### src/rtl/shift_sequencer.sv
// rtl/shift_sequencer.sv - multi-cycle left shifter: one bit per clock, with carry-out and sticky overflow
// Optional feature macro: SHIFT_ROTATE_EN (defined: rotate left, fill=dout[7]; undefined: logical shift, fill=0)
module shift_sequencer #(
  parameter int WIDTH = 8
) (
  input  logic             clk,
  input  logic             rst,
  input  logic             start,
  input  logic [WIDTH-1:0] din,
  input  logic [2:0]       amount,
  output logic             busy,
  output logic             done,
  output logic [WIDTH-1:0] dout,
  output logic             cout_last,
  output logic             ovf
);

  typedef enum logic [1:0] {
    IDLE  = 2'd0,
    SHIFT = 2'd1,
    DONE  = 2'd2
  } state_t;

  state_t     state;
  state_t     state_next;
  logic [2:0] cnt;
  logic       fill;

`ifdef SHIFT_ROTATE_EN
  assign fill = dout[WIDTH-1];
`else
  assign fill = 1'b0;
`endif

  // State register; reset abandons any operation in flight.
  always_ff @(posedge clk or posedge rst) begin
    if (rst) begin
      state <= IDLE;
    end else begin
      state <= state_next;
    end
  end

  // Next-state: accept in IDLE, count down steps in SHIFT, single-cycle DONE.
  always_comb begin
    state_next = state;
    case (state)
      IDLE: begin
        if (start) begin
          state_next = (amount == 3'd0) ? DONE : SHIFT;
        end
      end
      SHIFT: begin
        if (cnt == 3'd1) begin
          state_next = DONE;
        end
      end
      DONE:    state_next = IDLE;
      default: state_next = IDLE;
    endcase
  end

  // Datapath and registered status: load on accept, one shift step per SHIFT cycle.
  always_ff @(posedge clk or posedge rst) begin
    if (rst) begin
      cnt       <= 3'd0;
      dout      <= '0;
      cout_last <= 1'b0;
      ovf       <= 1'b0;
      busy      <= 1'b0;
      done      <= 1'b0;
    end else begin
      case (state)
        IDLE: begin
          if (start) begin
            dout      <= din;
            cnt       <= amount;
            cout_last <= 1'b0;
            ovf       <= 1'b0;
          end
        end
        SHIFT: begin
          dout      <= {dout[WIDTH-2:0], fill};
          cout_last <= dout[WIDTH-1];
          ovf       <= ovf | dout[WIDTH-1];
          cnt       <= cnt - 3'd1;
        end
        default: ;
      endcase
      // busy/done are registered copies of the state being entered, so they
      // line up exactly with SHIFT/DONE without any input-to-output path.
      busy <= (state_next != IDLE);
      done <= (state_next == DONE);
    end
  end

endmodule

### config.mk
export PLATFORM = sky130hd
export DESIGN_NAME = shift_sequencer
export DESIGN_NICKNAME = d
export VERILOG_FILES = /design/src/rtl/shift_sequencer.sv
export SDC_FILE = /design/constraint.sdc
export NUM_CORES = 1
export LEC_CHECK = 0
export CORE_ASPECT_RATIO = 1.2
export CORE_MARGIN = 5
export CORE_UTILIZATION = 30
export DETAILED_ROUTE_END_ITERATION = 6
export HOLD_SLACK_MARGIN = 0.02
export PLACE_DENSITY_LB_ADDON = 0.2
export SLEW_MARGIN = 25
export SYNTH_ARGS = -nofsm -noshare
export SYNTH_HDL_FRONTEND = slang
export SYNTH_SLANG_ARGS = --single-unit
### constraint.sdc
create_clock -name clk -period 1.4 [get_ports clk]
set_input_delay 0.21 -clock clk [delete_from_list [all_inputs] [get_ports clk]]
set_output_delay 0.21 -clock clk [all_outputs]
set_load 0.05 [all_outputs]
==> results of run 1 <==
==> kinds of logic after synthesis <==
family | synth area share
buffers and inverters | 0.0646
DFF | 0.511
adders and majority gates | 0.0300
AOI/OAI and AO/OA | 0.263
and+or+nand+nor | 0.132
==> power breakdown <==
part | total, µW | leakage (µW) | internal (µW) | switching, µW
Clock | 256 | 0.0000150 | 111 | 146
Combinational | 2100 | 0.000393 | 1070 | 1030
Sequential | 984 | 0.000212 | 717 | 267
Total | 3340 | 0.000620 | 1890 | 1450
==> path summary, 6_finish.rpt <==
| path | start | end | slack [ns] | cells after the start |
|---|---|---|---|---|
| worst max-delay path | state[0] | done | 0.12 | 2 |
| worst min-delay path | rst | dout[5] | 0.23 | 3 |
| worst max register to register | state[0] | done | 0.12 | 2 |
| worst min register to register | dout[3] | dout[3] | 0.56 | 2 |
| max in group asynchronous | rst | state[0] | 0.96 | 3 |
| min in group clk | din[5] | dout[5] | 0.55 | 3 |
==> synthesized netlist by cell type <==
library cell,number,area share
a31oi_1,1,0.0075
nor2b_1,9,0.068
nand2b_1,1,0.0075
and2b_1,1,0.0090
o31ai_1,1,0.0090
inv_1,8,0.036
o22ai_1,2,0.015
or3_1,2,0.015
dfrtp_1,17,0.51
o21ai_0,10,0.060
nand2_1,3,0.014
buf_2,3,0.018
a221oi_1,1,0.011
a22o_1,1,0.011
a32o_1,1,0.012
a21oi_1,11,0.066
clkbuf_2,1,0.0060
or4_1,1,0.0090
and3b_1,1,0.011
o21bai_1,1,0.0090
ha_1,2,0.030
clkbuf_1,1,0.0045
a22oi_1,7,0.063
==> state kept, by name, summed over array words and instances, names as in the netlist <==
| register | cells |
|---|---|
| ovf | 1 |
| cout_last | 1 |
| done | 1 |
| cnt | 3 |
| busy | 1 |
| state | 2 |
| dout | 8 |
==> area by class of cell <==
type / instances / share of cell area
tap: 34 / 0.0307
multi-input combinational: 56 / 0.256
clock buffer: 4 / 0.0190
sequential: 17 / 0.308
inverter: 8 / 0.0217
timing repair buffer: 43 / 0.365
==> worst min-delay path, stage by stage <==
cell and delay [ns]:
clkdlybuf4s50_1 0.40, inv_1 0.05, buf_4 0.24
==> repair_timing <==
action / CTS / global route
gates resized for setup: 0 / 1
hold endpoints to repair: 0 / 0
endpoints found under the setup margin: 0 / 3
setup buffers: 0 / 3
==> through the flow <==
stage               utilization  hold slack (ns)  total power [µW]  setup TNS [ns]  instances
detailed placement        0.489            0.552              3060          -0.552        155
floorplan                     -            0.136              1980               0         86
finish                    0.507            0.234              3340               0        162
CTS                       0.498            0.237              3320               0        159
global placement          0.489            0.542              3020          -0.236        155
global route              0.507            0.248              3580               0        162
==> per-layer routing <==
metal / vias to the layer above / routed length [µm] / GRT usage
met5: - / 0 / 0
met4: 0 / 11 / 0.0377
met3: 2 / 106 / 0.0421
met2: 16 / 1120 / 0.212
met1: 374 / 882 / 0.138
li1: 391 / - / -
==> summary.txt, run 1 <==
Outcome
  – Outcome: complete, no violations

Clock tree
  – H-tree Lvls: 1
  – Clock tree buffer depth: 2
  – CTS tree: done
  – Reg clk slew, reported paths: 0.09 ns
  – Clock buffer count from CTS: 3
  – Cts hold-fix bufs: 0
  – Root Driver: clkbuf_4
  – Clock latency on the worst-skew pair: 0.28 ns
  – Number of clock sinks: 17

Pwr
  – Cell area power density: 2410 nW/µm²
  – Leakage: 0.000620 µW
  – Maximum vdd drop: 0.00167 V

Final layout
  – Synth-to-Final Area Change: 66.2%
  – Area taken by multi-input logic gates: 354 µm²
  – Layout cells sized above 1: 0.266
  – Reg area: 427 µm²
  – Leading cell type in the layout, fill and taps excluded: buf_4
  – Post-route cell area: 1390 µm²
  – Ant. Diodes: 0
  – Most frequent cells in the layout: 18 x buf_4, 16 x dfrtp_1, 13 x clkdlybuf4s50_1
  – Final net count: 145
  – Fill cells: 277

Place
  – Setup WS pre-CTS: -0.140 ns
  – Placed cell areas: 1340 µm²
  – HPWL after detailed placement: 1690 µm
  – Placer Congestion: 0.818
  – Port Buf Inserts: 25

Synthesis
  – Number of warnings issued by yosys: 0
  – Avg Cell Area, Syn: 9.69 µm²
  – Synthesized net count: 102
  – #FFs+latches synth: 17
  – Post-synthesis sequential area ratio: 0.511
  – Syn Inst Count: 86
  – Unique masters post-synth: 23
  – Synth Cell Area: 833 µm²

STA
  – Final Max Tran Viols: 0
  – Slew @ Worst Pin: 0.283 ns
  – Layout Skew: 0.000429 ns
  – Slew margin rel.: 0.811
  – Setup WS post-layout: 0.122 ns
  – RSZ-0062 raised after global routing: no
  – Post-layout min period: 1.28 ns
  – Final Hold Fails: 0
  – # setup viols final: 0
  – Fin crit share: 0.913
  – Max Clk Rate: 0.783 GHz

Floorplanning
  – Starting Density: 0.305
  – Die H: 67.7 µm
  – IO Pins: 26
  – Core region area: 2730 µm²
  – Core Rows: 21
  – Die area: 3940 µm²
  – Chip width: 58.1 µm

Global route
  – Gr ovfl total: 0
  – Initial antenna violation count: 0
  – Vias in the first global route: 844
  – All-layer global routing usage: 0.121
  – Largest net degree at the start of global routing: 18
  – First-pass GRT wire length: 3640 µm

Critical path
  – CP Capture Type: flip-flop
  – Crit path cell chain: or4_1, a21oi_1
  – Top delay family on crit path: simple AND/OR/NAND/NOR gates
  – Max incr delay on CP: 0.56 ns
  – Required @ worst endpoint: 1.61 ns
  – Crit path kind: flip-flop to flip-flop
  – Worst Path Buf+Inv: 0
  – Startpoint Class: flip-flop
  – Crit path arrival time: 1.49 ns
  – CP max FO: 9
  – Worst path slowest cell: or4_1

Route
  – Drt wl/cell: 13.1 µm
  – Post-DRT Antenna Nets: 0
  – Drt pass-1 iters: 4
  – Avg Vias per Cell: 4.83
  – Iter 0 DRT Violations: 14
  – DRC errors left: 0
  – DR vias: 783
  – Final WL: 2120 µm

Run
  – MaxCap Viol Count: 0

Hold path
  – Worst Hold Class: input pin to asynchronous set/reset pin
(Power assumes the default switching activity.)
==> run 2, diff against run 1 <==
Settings changed: CORE_ASPECT_RATIO 1.2 to unset, SLEW_MARGIN 25 to 5.
==> summary.txt, run 2 (synthesis results as in run 1) <==
Route
  – Final WL: 2190 µm (+3.4%)
  – Drt wl/cell: 14.0 µm (+6.7%)
  – DR vias: 806 (+2.9%)
  – Post-DRT Antenna Nets: 0 (unchanged)
  – Iter 0 DRT Violations: 14 (unchanged)
  – DRC errors left: 0 (unchanged)
  – Drt pass-1 iters: 6 (+2)
  – Avg Vias per Cell: 5.13 (+6.2%)

Critical path
  – Worst r2r dst: done
  – CP max FO: 9 (unchanged)
  – Crit path cell chain: or4_1, a21oi_1
  – Worst Path Buf+Inv: 0 (unchanged)
  – WP depth: 2 (unchanged)
  – Setup crit start: state[0]
  – Reg-to-Reg Start: state[0]
  – Required @ worst endpoint: 1.61 ns (about the same)
  – Crit path arrival time: 1.51 ns (+0.02 ns)
  – Startpoint Class: flip-flop
  – Max incr delay on CP: 0.57 ns (about the same)
  – Crit path kind: flip-flop to flip-flop
  – Setup crit end: done
  – Worst path slowest cell: or4_1
  – Flop2flop setup slack: 0.1 ns (-0.02 ns)
  – R2R depth: 2 (unchanged)
  – CP Capture Type: flip-flop
  – Top delay family on crit path: simple AND/OR/NAND/NOR gates

STA
  – Final setup TNS: 0 ns (unchanged)
  – RSZ-0062 raised after global routing: no
  – Fin crit share: 0.929 (+0.0167)
  – # setup viols final: 0 (unchanged)
  – Setup WS post-layout: 0.0990 ns (-0.0233 ns)
  – Slew @ Worst Pin: 0.289 ns (+0.00592 ns)
  – Post-layout min period: 1.30 ns (+0.0233 ns)
  – Final Hold Fails: 0 (unchanged)
  – Final Max Tran Viols: 0 (unchanged)
  – Layout Skew: 0.00427 ns (+0.00384 ns)
  – Slew margin rel.: 0.807 (-0.00396)
  – Max Clk Rate: 0.769 GHz (-1.8%)

Global route
  – Initial antenna violation count: 0 (unchanged)
  – GRT busiest layer: met2
  – Largest net degree at the start of global routing: 18 (unchanged)
  – First-pass GRT wire length: 3880 µm (+6.4%)
  – Vias in the first global route: 827 (-2.0%)
  – All-layer global routing usage: 0.123 (+0.00235)
  – Gr ovfl total: 0 (unchanged)
  – Routing usage on met1: 0.164 (+0.0262)
  – M3 GR Usage: 0.0342 (-0.00789)
  – Met2 Track Usage GR: 0.185 (-0.0266)

Final layout
  – Synth-to-Final Area Change: 65.3%
  – Most flop-heavy register: dout
  – Top flop regs: dout: 8 flops, cnt: 3 flops, state: 2 flops
  – Largest register FFs: 8 (unchanged)
  – Ant. Diodes: 0 (unchanged)
  – Layout cells sized above 1: 0.246 (-0.0196)
  – Final net count: 143 (-1.4%)
  – Leading cell type in the layout, fill and taps excluded: dfrtp_1
  – Most frequent cells in the layout: 17 x dfrtp_1, 15 x buf_4, 13 x clkdlybuf4s50_1, 13 x buf_12, 11 x a21oi_1

Clock tree
  – Clock buffer count from CTS: 3 (unchanged)
  – Post_cts resized: 0 (unchanged)
  – Number of clock sinks: 17 (unchanged)
  – Root Driver: clkbuf_4
  – Clock latency on the worst-skew pair: 0.29 ns (about the same)
  – H-tree Lvls: 1 (unchanged)
  – Reg clk slew, reported paths: 0.10 ns (about the same)
  – Clock tree buffer depth: 2 (unchanged)
  – Cts hold-fix bufs: 0 (unchanged)
  – CTS tree: done
  – Postcts setup bufs: 0 (unchanged)

Floorplanning
  – Starting Density: 0.307 (+0.00253)
  – IO Pins: 26 (unchanged)
  – Chip width: 62.7 µm (+7.9%)
  – Core Rows: 19 (-9.5%)
  – Die area: 3930 µm² (-0.11%)
  – Die H: 62.7 µm (-7.4%)
  – Core region area: 2710 µm² (-0.82%)

Place
  – Placer Congestion: 0.867 (+6.0%)
  – Setup WS pre-CTS: -0.103 ns (+0.0377 ns)
  – Port Buf Inserts: 25 (unchanged)
  – HPWL after detailed placement: 1670 µm (-1.3%)

Pwr
  – Int Power: 1900 µW (about the same)
  – Clock power frac: 0.078 (about the same)
  – Maximum vdd drop: 0.00155 V (-7.2%)
  – Cell area power density: 2450 nW/µm² (+1.5%)
  – Reg power frac: 0.296 (+0.002)
  – NetSw: 1480 µW (+2.1%)
  – Combinational power share: 0.626 (-0.003)
  – Sw Share: 0.438 (+0.00492)
  – Leakage: 0.000616 µW (-0.60%)

Outcome
  – Outcome: complete, no violations

Hold path
  – Worst Hold Class: input pin to asynchronous set/reset pin

Run
  – MaxCap Viol Count: 0 (unchanged)
run 2: cell count changes in the layout (fill, tap and decap cells not counted), sizes merged:
cell / previous run / this run
buf: 30 / 28
run 2: tightest hold or removal path: cells and delay by family:
kind / cells / cell delay (ns)
buffers and inverters: 3 / 0.69
run 2: area by class of cell:
cell class | count | area (µm²)
Sequential cell | 17 | 425
Fill cell | 256 | 1330
Inverter | 8 | 30.0
Clock buffer | 4 | 26.3
Multi-Input combinational cell | 56 | 354
Tap cell | 31 | 38.8
Timing Repair Buffer | 41 | 503
run 2: per-stage QoR:
stage / cells / cell area [µm²] / util / hold slack, ns / total power, µW
after floorplan: 86 / 833 / - / 0.136 / 1980
after global placement: 153 / 1350 / 0.499 / 0.543 / 3100
after detailed placement: 153 / 1350 / 0.499 / 0.542 / 3130
after CTS: 157 / 1380 / 0.508 / 0.228 / 3400
after global routing: 157 / 1380 / 0.508 / 0.271 / 3600
final: 157 / 1380 / 0.508 / 0.230 / 3370
run 2: metal layers:
metal	wire length, µm	up-vias
met5	0	-
met4	32	0
met3	120	6
met2	1010	28
met1	1030	390
li1	-	382
run 2: worst min-delay path by stage:
stage	startpoint	to	slack (ns)	cells past startpoint
after global placement	rst	dout[7]	0.54	3
final	rst	dout[4]	0.23	3
after CTS	rst	dout[7]	0.23	3
after global routing	rst	dout[6]	0.27	3
after floorplan	rst	busy	0.14	1
after detailed placement	rst	dout[7]	0.54	3
run 2: power groups by stage:
stage	combinational, µW	sequential, µW	clock, µW
after detailed placement	2120	1000	0
after CTS	2130	1000	274
after global routing	2270	1040	294
final	2110	998	264
after global placement	2100	1010	0
after floorplan	609	1380	0
==> run 3, diff against run 2 <==
Settings changed: CAP_MARGIN set to 15.
==> results of run 3 <==
No change in the layout: final DEF, timing and power equal those of run 2.
